--- src/rtl/vga_func_pkg.sv ---
// Shared definitions for the display-function switch sequencer.
// Holds the FSM state encoding, the pending-request encoding, the function
// index constants and the default function count.
// Optional feature macro used by the sequencer: FUNC_SWITCH_REVERSE_EN.
package vga_func_pkg;

  localparam int unsigned NUM_FUNC_DEFAULT = 3;
  localparam int unsigned HOLD_W           = 4;

  // Function indices shared by the ROM/RGB muxes.
  localparam int unsigned FUNC_COLOR = 0;
  localparam int unsigned FUNC_PIC   = 1;
  localparam int unsigned FUNC_GAME  = 2;

  typedef enum logic [1:0] {
    ST_ACTIVE     = 2'd0,
    ST_WAIT_FRAME = 2'd1,
    ST_HOLD       = 2'd2,
    ST_RELEASE    = 2'd3
  } state_e;

  // Direction of a request queued while a switch is in flight.
  typedef enum logic [1:0] {
    PEND_NONE = 2'd0,
    PEND_FWD  = 2'd1,
    PEND_BACK = 2'd2
  } pend_e;

endpackage

--- src/rtl/func_idx_decode.sv ---
// Combinational decode of a function index.
// Ports:
//   idx_i     in   function index
//   onehot_o  out  one-hot select for idx_i
//   rst_o     out  per-function reset, inverse of onehot_o
//   thermo_o  out  thermometer code, thermo_o[k]=1 for k<=idx_i
module func_idx_decode #(
  parameter int unsigned NUM_FUNC = 3
) (
  input  logic [$clog2(NUM_FUNC)-1:0] idx_i,
  output logic [NUM_FUNC-1:0]         onehot_o,
  output logic [NUM_FUNC-1:0]         rst_o,
  output logic [NUM_FUNC-1:0]         thermo_o
);

  localparam int unsigned IDX_W = $clog2(NUM_FUNC);

  // Compare against each index so out-of-range codes never select a bit.
  always_comb begin
    onehot_o = '0;
    thermo_o = '0;
    for (int unsigned k = 0; k < NUM_FUNC; k++) begin
      onehot_o[k] = (idx_i == IDX_W'(k));
      thermo_o[k] = (IDX_W'(k) <= idx_i);
    end
    rst_o = ~onehot_o;
  end

endmodule

--- src/rtl/func_switch_sequencer.sv ---
// Sequences frame-aligned handover between display functions sharing the
// picture ROM and RGB mux. A switch blanks the screen and holds all
// functions in reset for FRAME_HOLD+1 frames, then releases the new
// function for one frame before unblanking.
// Ports:
//   vgaclk          in   pixel clock
//   reset           in   synchronous active-high reset
//   change_req      in   pulse: advance to next function
//   change_prev_req in   pulse: go to previous function (FUNC_SWITCH_REVERSE_EN only)
//   frame_start     in   pulse at first cycle of vertical blanking
//   func_sel        out  one-hot active function
//   func_rst        out  per-function reset
//   blank           out  force RGB black
//   led             out  thermometer of active index
//   busy            out  switch in progress
// Optional feature macro: FUNC_SWITCH_REVERSE_EN.
module func_switch_sequencer
  import vga_func_pkg::*;
#(
  parameter int unsigned NUM_FUNC   = NUM_FUNC_DEFAULT,
  parameter int unsigned FRAME_HOLD = 2
) (
  input  logic                vgaclk,
  input  logic                reset,
  input  logic                change_req,
`ifdef FUNC_SWITCH_REVERSE_EN
  input  logic                change_prev_req,
`endif
  input  logic                frame_start,
  output logic [NUM_FUNC-1:0] func_sel,
  output logic [NUM_FUNC-1:0] func_rst,
  output logic                blank,
  output logic [NUM_FUNC-1:0] led,
  output logic                busy
);

  localparam int unsigned IDX_W = $clog2(NUM_FUNC);

  state_e             state_q, state_d;
  pend_e              pend_q, pend_d;
  logic [IDX_W-1:0]   cur_q, cur_d;
  logic [IDX_W-1:0]   next_q, next_d;
  logic [HOLD_W-1:0]  hold_q, hold_d;

  logic [NUM_FUNC-1:0] func_sel_q, func_rst_q, led_q;
  logic                blank_q, busy_q;

  logic [NUM_FUNC-1:0] onehot_c, rst_c, thermo_c;
  logic [IDX_W-1:0]    succ_c, pred_c;
  logic                req_fwd_c, req_back_c;

  // Simultaneous forward and reverse requests cancel each other.
  always_comb begin
`ifdef FUNC_SWITCH_REVERSE_EN
    req_fwd_c  = change_req & ~change_prev_req;
    req_back_c = change_prev_req & ~change_req;
`else
    req_fwd_c  = change_req;
    req_back_c = 1'b0;
`endif
  end

  // Wrapping neighbours of the current index.
  always_comb begin
    succ_c = (cur_q == IDX_W'(NUM_FUNC - 1)) ? '0 : cur_q + IDX_W'(1);
    pred_c = (cur_q == '0) ? IDX_W'(NUM_FUNC - 1) : cur_q - IDX_W'(1);
  end

  // Next-state logic.
  always_comb begin
    state_d = state_q;
    pend_d  = pend_q;
    cur_d   = cur_q;
    next_d  = next_q;
    hold_d  = hold_q;

    unique case (state_q)
      ST_ACTIVE: begin
        // A queued request restarts a switch immediately; a frame_start
        // in this cycle is never consumed.
        if (pend_q != PEND_NONE) begin
          next_d  = (pend_q == PEND_BACK) ? pred_c : succ_c;
          pend_d  = PEND_NONE;
          state_d = ST_WAIT_FRAME;
        end else if (req_fwd_c) begin
          next_d  = succ_c;
          state_d = ST_WAIT_FRAME;
        end else if (req_back_c) begin
          next_d  = pred_c;
          state_d = ST_WAIT_FRAME;
        end
      end
      ST_WAIT_FRAME: begin
        if (frame_start) begin
          hold_d  = HOLD_W'(FRAME_HOLD);
          state_d = ST_HOLD;
        end
      end
      ST_HOLD: begin
        if (frame_start) begin
          if (hold_q != '0) begin
            hold_d = hold_q - HOLD_W'(1);
          end else begin
            cur_d   = next_q;
            state_d = ST_RELEASE;
          end
        end
      end
      ST_RELEASE: begin
        if (frame_start) state_d = ST_ACTIVE;
      end
      default: state_d = ST_ACTIVE;
    endcase

    // Only the first request during a switch is remembered.
    if (state_q != ST_ACTIVE && pend_q == PEND_NONE) begin
      if (req_fwd_c)       pend_d = PEND_FWD;
      else if (req_back_c) pend_d = PEND_BACK;
    end
  end

  // Decode the upcoming index so the outputs can be registered.
  func_idx_decode #(.NUM_FUNC(NUM_FUNC)) u_idx_decode (
    .idx_i    (cur_d),
    .onehot_o (onehot_c),
    .rst_o    (rst_c),
    .thermo_o (thermo_c)
  );

  // State and output registers.
  always_ff @(posedge vgaclk) begin
    if (reset) begin
      state_q    <= ST_ACTIVE;
      pend_q     <= PEND_NONE;
      cur_q      <= '0;
      next_q     <= '0;
      hold_q     <= '0;
      func_sel_q <= NUM_FUNC'(1);
      func_rst_q <= ~NUM_FUNC'(1);
      led_q      <= NUM_FUNC'(1);
      blank_q    <= 1'b0;
      busy_q     <= 1'b0;
    end else begin
      state_q    <= state_d;
      pend_q     <= pend_d;
      cur_q      <= cur_d;
      next_q     <= next_d;
      hold_q     <= hold_d;
      func_sel_q <= onehot_c;
      led_q      <= thermo_c;
      // Everything stays in reset from the request until release.
      func_rst_q <= (state_d == ST_WAIT_FRAME || state_d == ST_HOLD) ? '1 : rst_c;
      blank_q    <= (state_d == ST_HOLD || state_d == ST_RELEASE);
      busy_q     <= (state_d != ST_ACTIVE);
    end
  end

  assign func_sel = func_sel_q;
  assign func_rst = func_rst_q;
  assign led      = led_q;
  assign blank    = blank_q;
  assign busy     = busy_q;

endmodule

--- config.mk ---
export PLATFORM = sky130hd
export DESIGN_NAME = func_switch_sequencer
export DESIGN_NICKNAME = d
export VERILOG_FILES = /design/src/rtl/vga_func_pkg.sv /design/src/rtl/func_idx_decode.sv /design/src/rtl/func_switch_sequencer.sv
export SDC_FILE = /design/constraint.sdc
export NUM_CORES = 1
export LEC_CHECK = 0
export ABC_AREA = 1
export CORE_ASPECT_RATIO = 1.75
export CORE_MARGIN = 1.5
export CORE_UTILIZATION = 25
export CTS_BUF_LIST = sky130_fd_sc_hd__clkbuf_4
export DETAILED_ROUTE_END_ITERATION = 6
export PLACE_DENSITY = 0.51
export SYNTH_ARGS = -nofsm -noshare
export SYNTH_HDL_FRONTEND = slang
export SYNTH_SLANG_ARGS = --single-unit
--- constraint.sdc ---
create_clock -name vgaclk -period 2 [get_ports vgaclk]
set_input_delay 0.5 -clock vgaclk [delete_from_list [all_inputs] [get_ports vgaclk]]
set_output_delay 0.5 -clock vgaclk [all_outputs]
set_load 0.02 [all_outputs]
# After elaboration in Yosys (flattened, before gate mapping)
# Index checks and enable logic that the tools add are counted.
# W data, S select, Z words.
[classes]
addsub = 3
n_lt_le_gt_ge = 3
n_eq_ne = 13
mux = 24
n_bitwise = 1
n_reduce_logical = 16
[op_table]
columns = ["cell", "n"]
rows = [
  ["$mux W2", 18],
  ["$eq A2 B2 Y1 const B", 7],
  ["$mux W4", 3],
  ["$reduce_bool A2 Y1", 5],
  ["$logic_not A2 Y1", 4],
  ["$pmux W2 S4", 1],
  ["$pmux W4 S2", 1],
  ["$eq A2 B1 Y1 const B", 3],
  ["$ne A2 B2 Y1 const B", 3],
  ["$le A1 B2 Y1 const A", 2],
  ["$reduce_and A4 Y1", 1],
  ["$reduce_bool A4 Y1", 1],
  ["$sub A4 B1 Y4 const B", 1],
  ["$not A3 Y3", 1],
  ["$add A2 B1 Y2 const B", 1],
  ["$le A2 B2 Y1 const A", 1],
  ["$logic_or A1 B1 Y1", 2],
  ["$reduce_and A2 Y1", 1],
  ["$reduce_or A2 Y1", 1],
  ["$sub A2 B1 Y2 const B", 1],
  ["$logic_and A1 B1 Y1", 1],
  ["$mux W1", 1],
]
[word_totals]
register_bits = 23
input_bits = 4
output_inout_bits = 11
elab_cells = 71

# Depth between registers and ports, before layout
# Gate-level depths: netlist (run 1).
[logic_depth]
depth_word = 7
mapped_depth = 11
ltp_nobuf = 11

# Hierarchy
# A second synthesis (run 1) with hierarchy kept.
[hier_totals]
hier_cells = 142
hier_area_um2 = 1051.0
[modules_own_cells]
columns = ["module", "instances", "cells_per_inst", "area_each_um2", "seq_area_each_um2"]
rows = [
  ["func_switch_sequencer", 1, 130, 996.0, 460.4],
  ["func_idx_decode", 1, 12, 55.1, 0.0],
]

# Worst setup path before layout (run 1)
# Ideal clock, no wire load.
[synth_path]
kind = "in2reg"
startpoint = "in frame_start"
endpoint = "reg func_rst_q[1], in the netlist func_rst[1]"
setup_ns = 0.121
arrival_ns = 1.495
t_required_ns = 1.879
setup_slack_ns = 0.384
stages = 8
n_path_buf = 0
path_cell_list = "nand3_1 -> nand2_1 -> a21oi_1 -> inv_1 -> ha_1 -> inv_1 -> nor2_1 -> nand3_1"
[synth_between]
elab_chain_cells = 5
[synth_rtl]
columns = ["element", "line", "source"]
rows = [
  ["start: declaration", "func_switch_sequencer.sv:29", "input logic frame_start,"],
  ["$mux W2 (on tied branches)", "func_switch_sequencer.sv:110, func_switch_sequencer.sv:94, func_switch_sequencer.sv:100", ""],
  ["$pmux W2 S4 *", "func_switch_sequencer.sv:77", "unique case (state_q)"],
  ["via state_d[1]", "func_switch_sequencer.sv:39", "state_e state_q, state_d;"],
  ["$eq A2 B1 Y1 / $eq A2 B2 Y1 (equally long branches)", "func_switch_sequencer.sv:152", "func_rst_q <= (state_d == ST_WAIT_FRAME || state_d == ST_HOLD) ? '1 : rst_c;"],
  ["$logic_or A1 B1 Y1 *", "func_switch_sequencer.sv:152", ""],
  ["$reduce_or A2 Y1 (no line) *", "-", ""],
  ["end signal: assignment", "func_switch_sequencer.sv:139", "func_rst_q <= ~NUM_FUNC'(1);"],
  ["end signal: assignment", "func_switch_sequencer.sv:152", ""],
  ["end: declaration", "func_switch_sequencer.sv:45", "logic [NUM_FUNC-1:0] func_sel_q, func_rst_q, led_q;"],
]
# Mark *: on every way through the listed nets, which the timed path passes. The rest lies on a longest branch.
# A chain may end at the register's enable or synchronous reset.

# Worst setup path after layout (run 1)
# Ends and elaborated chain as after synthesis.

==> flow_metrics.tcl, run 1 <==
set metrics [dict create \
    cts_sinks 22 \
    synth_edf_count 0 \
    layout.cells.non_filler 205 \
    seq_area_frac_synth_pct 44.00 \
    cts_tree "done" \
    io_buffers 13 \
    grt_max_degree 12 \
    yosysWarningCount 0 \
    ys_ff_latch 22 \
    hold_violations 0 \
    antenna_found_initial 0 \
    cts_buffer_depth 2 \
    synthCells 135 \
    syn_nets 147 \
    synthTopCellsByArea "dfxtp_1 (44%), nand2_1 (11%), inv_1 (10%)" \
    initial_core_util_pct 25.89 \
    worst_hold_path.endpoint "next_q[0]" \
    status "completed" \
    drive_above_1_share_pct 10.83 \
    synth_largest_area_cell "dfxtp_1" \
    r2r-end "func_rst[1]" \
    gp_congestion 0.7933 \
    worstHoldStart "next_q[0]" \
    timing.fmax_mhz 550.6 \
    post_cts_resized 0 \
    cp.arrival_ns 2.01 \
    firstDrtPassIters 4 \
    crit_type "in -> reg" \
    min_path_type "reg -> reg" \
    die_w_um 50.83 \
    drc 0 \
    synth_most_common_cell "nand2_1" \
    rsz0062_at_grt "no" \
    grt_pass1_vias 914 \
    cts-root-buf "clkbuf_4" \
    clock_latency_ns 0.29 \
    p_leak_nw 0.6282 \
    die-height_um 86.71 \
    overflow 0 \
    cap_violations 0 \
    avgSynthCellArea_um2 7.415 \
    slew_viol_final 0 \
    drt_iter0_markers 8 \
    cts.clk_slew.worst_paths_ns 0.11 \
    crit_path_start_kind "input port" \
    synth_cell_type_count 17 \
    synthTopCellsByCount "nand2_1 (28), inv_1 (27), dfxtp_1 (22)" \
    wl_per_cell_um 9.815 \
    ys.flop_type "dfxtp_1" \
    r2r-start "hold_q[0]" \
    fp.dieArea_um2 4407 \
    ctsHtreeMaxLevel 1 \
    dpl.cell_count 202 \
    setup_violations 0 \
    reg2reg_depth 11 \
    cts_hold_buf 0 \
    fin_skew_ns 0.0005484 \
    vias_per_cell 4.112 \
    finalCritPeriodShare_pct 90.81 \
    syn2layout_area_growth_pct 26.12 \
    final_area_um2 1262 \
    ys_async_sr_fraction_pct 0 \
    grt_pass1_wl_mm 3.567 \
    cts_made_buffers 3 \
    rrSetupSlack_ns 0.26 \
    pwr_density_cell_nw_per_um2 718.9 \
    routed_wl_mm 2.012 \
    core_area_um2 3866 \
    worstSetupEndpointType "flop" \
    fillers 423 \
    antennaDiodeCount 0 \
    hold_path_depth 2 \
    vdd_drop_max_mv 0.4782 \
    place_hpwl_mm 1.612 \
    postRouteAntennaNets 0 \
    fin_nets 171 \
    path_max_fanout 4 \
    synth.top_cell.area_share_pct 44.00 \
    syn_area_um2 1001 \
    vias 843 \
    grt.total_usage_pct 10.44 \
    rows 30 \
    placed_area_um2 1240 \
    required_ns 2.19 \
    setup_tns_ns 0 \
    postCtsSetupBuffers 0 \
    ios 15 \
    period_needed_ns 1.816 \
]
-- power breakdown --
group / switching (W) / internal, W
Sequential: 0.0000163 / 0.000472
Combinational: 0.000129 / 0.000101
Clock: 0.000120 / 0.0000701
Total: 0.000265 / 0.000643
-- worst max-delay path, cell delays in order --
cell and delay, ns:
clkdlybuf4s50_1 0.53, nand3_1 0.13, inv_1 0.08, nand2_1 0.07, nand3_1 0.10, inv_1 0.07
ha_1 0.27, inv_1 0.04, nor2_1 0.12, nand3_1 0.10
-- registers in the layout, indices dropped and copies added, names as in the netlist --
register  flops
blank         1
pend_q        2
next_q        2
func_sel      3
led           2
func_rst      3
state_q       2
busy          1
cur_q         2
hold_q        4
-- cell families (layout without fill, tap and decap cells) --
kind of cell	after synthesis	after routing	synth area share (%)
and+or+nand+nor	65	65	29.13
buffers and inverters	29	51	11.25
DFF	22	22	44.00
AOI/OAI and AO/OA	10	10	5.250
adders and majority gates	8	8	10.00
other	1	1	0.3746
-- stage by stage --
| step | worst slack, ns | hold slack [ns] | total power [W] | utilization [%] |
|---|---|---|---|---|
| final | 0.1838 | 0.4650 | 0.0009076 | 32.65 |
| after global routing | 0.03129 | 0.4920 | 0.0009829 | 32.65 |
| after CTS | 0.2168 | 0.4673 | 0.0009263 | 32.65 |
| after detailed placement | -0.1057 | 0.4553 | 0.0007290 | 32.07 |
| after global placement | -0.05208 | 0.4530 | 0.0007249 | 32.07 |
| after floorplan | 0.3838 | 0.4294 | 0.0006320 | - |
-- worst max path at each step --
stage                     start          end  slack [ns]  depth (start not counted)
floorplan           frame_start  func_rst[1]        0.38                          8
global placement    frame_start  func_rst[1]       -0.05                         10
detailed placement  frame_start  func_rst[1]       -0.11                         10
CTS                 frame_start  func_rst[1]        0.22                         10
global route        frame_start  func_rst[1]        0.03                         10
finish              frame_start  func_rst[1]        0.18                         10
-- final cells by class --
| type | instances | area (um^2) | share of cell area [%] |
|---|---|---|---|
| multi-input combinational | 84 | 447.9 | 35.48 |
| inverter | 27 | 101.3 | 8.028 |
| timing repair buffer | 21 | 190.2 | 15.06 |
| tap | 48 | 60.06 | 4.757 |
| sequential | 22 | 440.4 | 34.89 |
| clock buffer | 3 | 22.52 | 1.784 |
-- per-layer routing --
layer / global-route usage (%) / part of all wire, % / up-vias
met5: 0 / 0 / -
met4: 2.948 / 0.45 / 0
met3: 2.069 / 1.3 / 2
met2: 20.69 / 57 / 8
met1: 10.61 / 41 / 379
li1: - / - / 454
-- cell usage in the layout, fill, tap and decap left out --
master / n
nand2_1: 28
inv_1: 27
dfxtp_1: 22
nor2_1: 16
clkdlybuf4s50_1: 13
nand3_1: 10
ha_1: 8
buf_4: 8
a21oi_1: 7
nand3_2: 3
nor3_1: 3
clkbuf_4: 3
nand2_2: 2
nand4_1: 2
o21ai_0: 2
nor2_2: 1
o21a_1: 1
conb_1: 1
Note: power is estimated with default switching activity, not from simulation.
==> inputs of run 2 (changes only) <==
--- a/config.mk
+++ b/config.mk
@@ -12,6 +12,8 @@
 export CTS_BUF_LIST = sky130_fd_sc_hd__clkbuf_4
 export DETAILED_ROUTE_END_ITERATION = 6
 export PLACE_DENSITY = 0.51
+export RECOVER_POWER = 50
+export SKIP_LAST_GASP = 1
 export SYNTH_ARGS = -nofsm -noshare
 export SYNTH_HDL_FRONTEND = slang
 export SYNTH_SLANG_ARGS = --single-unit
==> run 2 against run 1 <==
Critical path depth unchanged. Routed wire length shrank 1.1%. Critical path type unchanged. Design area shrank 1.9%. Worst setup slack better by 0.011 ns.
==> flow_metrics.tcl, run 2 (same netlist as run 1, synthesis figures left out) <==
set metrics [dict create \
    status "completed" \
    cts-root-buf "clkbuf_4" \
    cts_sinks 22 \
    rsz0062_at_grt "no" \
    cts_buffer_depth 2 \
    core_area_um2 3866 \
    drive_above_1_share_pct 7.006 \
    io_buffers 13 \
    crit_type "in -> reg" \
    fp.dieArea_um2 4407 \
    required_ns 2.19 \
    grt_pass1_vias 914 \
    grt.total_usage_pct 10.44 \
    grt_max_degree 12 \
    multiInputGateArea_um2 435.4 \
    ctsHtreeMaxLevel 1 \
    initial_core_util_pct 25.89 \
    worst-path-buf-inv 4 \
    final_common_cell "nand2_1" \
    place_ws_ns -0.1057 \
    routed_wl_mm 1.989 \
    pwr_density_cell_nw_per_um2 723.3 \
    cts_tree "done" \
    clock_latency_ns 0.29 \
    die_w_um 50.83 \
    period_needed_ns 1.805 \
    vias_per_cell 4.156 \
    crit_family "buffers and inverters" \
    placed_area_um2 1240 \
    overflow 0 \
    seqCellArea_um2 440.4 \
    cp.depth 10 \
    cts_made_buffers 3 \
    rows 30 \
    drc 0 \
    largest_reg_flops 4 \
    fin_skew_ns 0.002689 \
    cp_slowest_cell "clkdlybuf4s50_1" \
    antennaDiodeCount 0 \
    cap_violations 0 \
    cp.arrival_ns 1.99 \
    postRouteAntennaNets 0 \
    finalCritPeriodShare_pct 90.24 \
    crit_path_start_kind "input port" \
    die-height_um 86.71 \
    timing.fmax_mhz 554.1 \
    layout_common_cells "nand2_1 (29), inv_1 (27), dfxtp_1 (22)" \
    cp_cell_sequence "clkdlybuf4s50_1 > nand3_1 > inv_1 > nand2_1 > nand3_1 > inv_1 > ha_1 > inv_1 > nor2_1 > nand3_1" \
    grt_pass1_wl_mm 3.567 \
    drt_iter0_markers 13 \
    worstSetupEndpointType "flop" \
    path_max_fanout 4 \
    setup_violations 0 \
    cp_slowest_stage_delay_ns 0.52 \
    vias 852 \
    vdd_drop_max_mv 0.4740 \
    fin_nets 171 \
    top_register "hold_q" \
    firstDrtPassIters 4 \
    setup_slack_ns 0.1951 \
    reg2reg_depth 11 \
    syn2layout_area_growth_pct 23.75 \
    antenna_found_initial 0 \
    fillers 428 \
    slew_viol_final 0 \
    wl_per_cell_um 9.702 \
    cts.clk_slew.worst_paths_ns 0.11 \
    final_area_um2 1239 \
    ios 15 \
    cts_hold_buf 0 \
    gp_congestion 0.7933 \
    min_path_type "reg -> reg" \
    hold_violations 0 \
    p_leak_nw 0.6165 \
    hold_path_depth 2 \
    post_cts_resized 0 \
    postCtsSetupBuffers 0 \
    place_hpwl_mm 1.612 \
]
[run 2: cell count changes in the layout (fill, tap and decap cells not counted), moves of 2 or more]
cell             previous run  this run
buf_4                       8         4
clkbuf_1                    0         3
clkdlybuf4s50_1            13        11
dlygate4sd3_1               0         2
nand3_1                    10        12
nand3_2                     3         1
[run 2: per-stage QoR]
stage	setup TNS, ns	utilization [%]	cells	power [W]	hold WS, ns
after floorplan	0	-	135	0.0006320	0.4294
after global placement	-0.1041	32.07	202	0.0007249	0.4530
after detailed placement	-0.2457	32.07	202	0.0007290	0.4553
after CTS	0	32.65	205	0.0009263	0.4673
after global routing	0	32.04	205	0.0009741	0.4917
final	0	32.04	205	0.0008959	0.4635
[run 2: tightest hold or removal path, stage by stage (launching register included)]
cell	delay (ns)
dfxtp_1	0.31
inv_1	0.06
a21oi_1	0.06
[run 2: routing by layer]
metal,share of wire [%],track usage (%),vias to the layer above
li1,-,-,456
met4,0.45,2.948,0
met2,58,20.69,10
met1,40,10.61,384
met5,0,0,-
met3,1.7,2.069,2
[run 2: path summary, 6_finish.rpt]
kind	start	end	slack (ns)
worst min-delay path	next_q[0]	next_q[0]	0.46
worst min register to register	next_q[0]	next_q[0]	0.46
worst max-delay path	frame_start	func_rst[1]	0.20
worst max register to register	hold_q[0]	func_rst[1]	0.28
[run 2: area by class of cell]
| class | count | share of cell area [%] |
|---|---|---|
| flip-flops and latches | 22 | 35.56 |
| multi-input cells | 84 | 35.15 |
| repair buffers | 21 | 14.44 |
| inverters | 27 | 8.182 |
| well taps | 48 | 4.848 |
| clock buffers | 3 | 1.818 |
[run 2: where the power goes]
part / total, W / switching [W] / leakage [nW] / internal, W
logic: 0.000220 / 0.000127 / 0.423 / 0.0000936
clock network: 0.000187 / 0.000117 / 0.0138 / 0.0000700
registers: 0.000488 / 0.0000164 / 0.180 / 0.000472
total: 0.000896 / 0.000261 / 0.617 / 0.000635
==> inputs of run 3 (changes only) <==
--- a/config.mk
+++ b/config.mk
@@ -11,8 +11,10 @@
 export CORE_UTILIZATION = 25
 export CTS_BUF_LIST = sky130_fd_sc_hd__clkbuf_4
 export DETAILED_ROUTE_END_ITERATION = 6
+export HOLD_SLACK_MARGIN = 0.03
 export PLACE_DENSITY = 0.51
 export RECOVER_POWER = 50
+export SKIP_CTS_REPAIR_TIMING = 1
 export SKIP_LAST_GASP = 1
 export SYNTH_ARGS = -nofsm -noshare
 export SYNTH_HDL_FRONTEND = slang
==> results of run 3 <==
Final layout, timing and power as in run 2 (identical DEF).
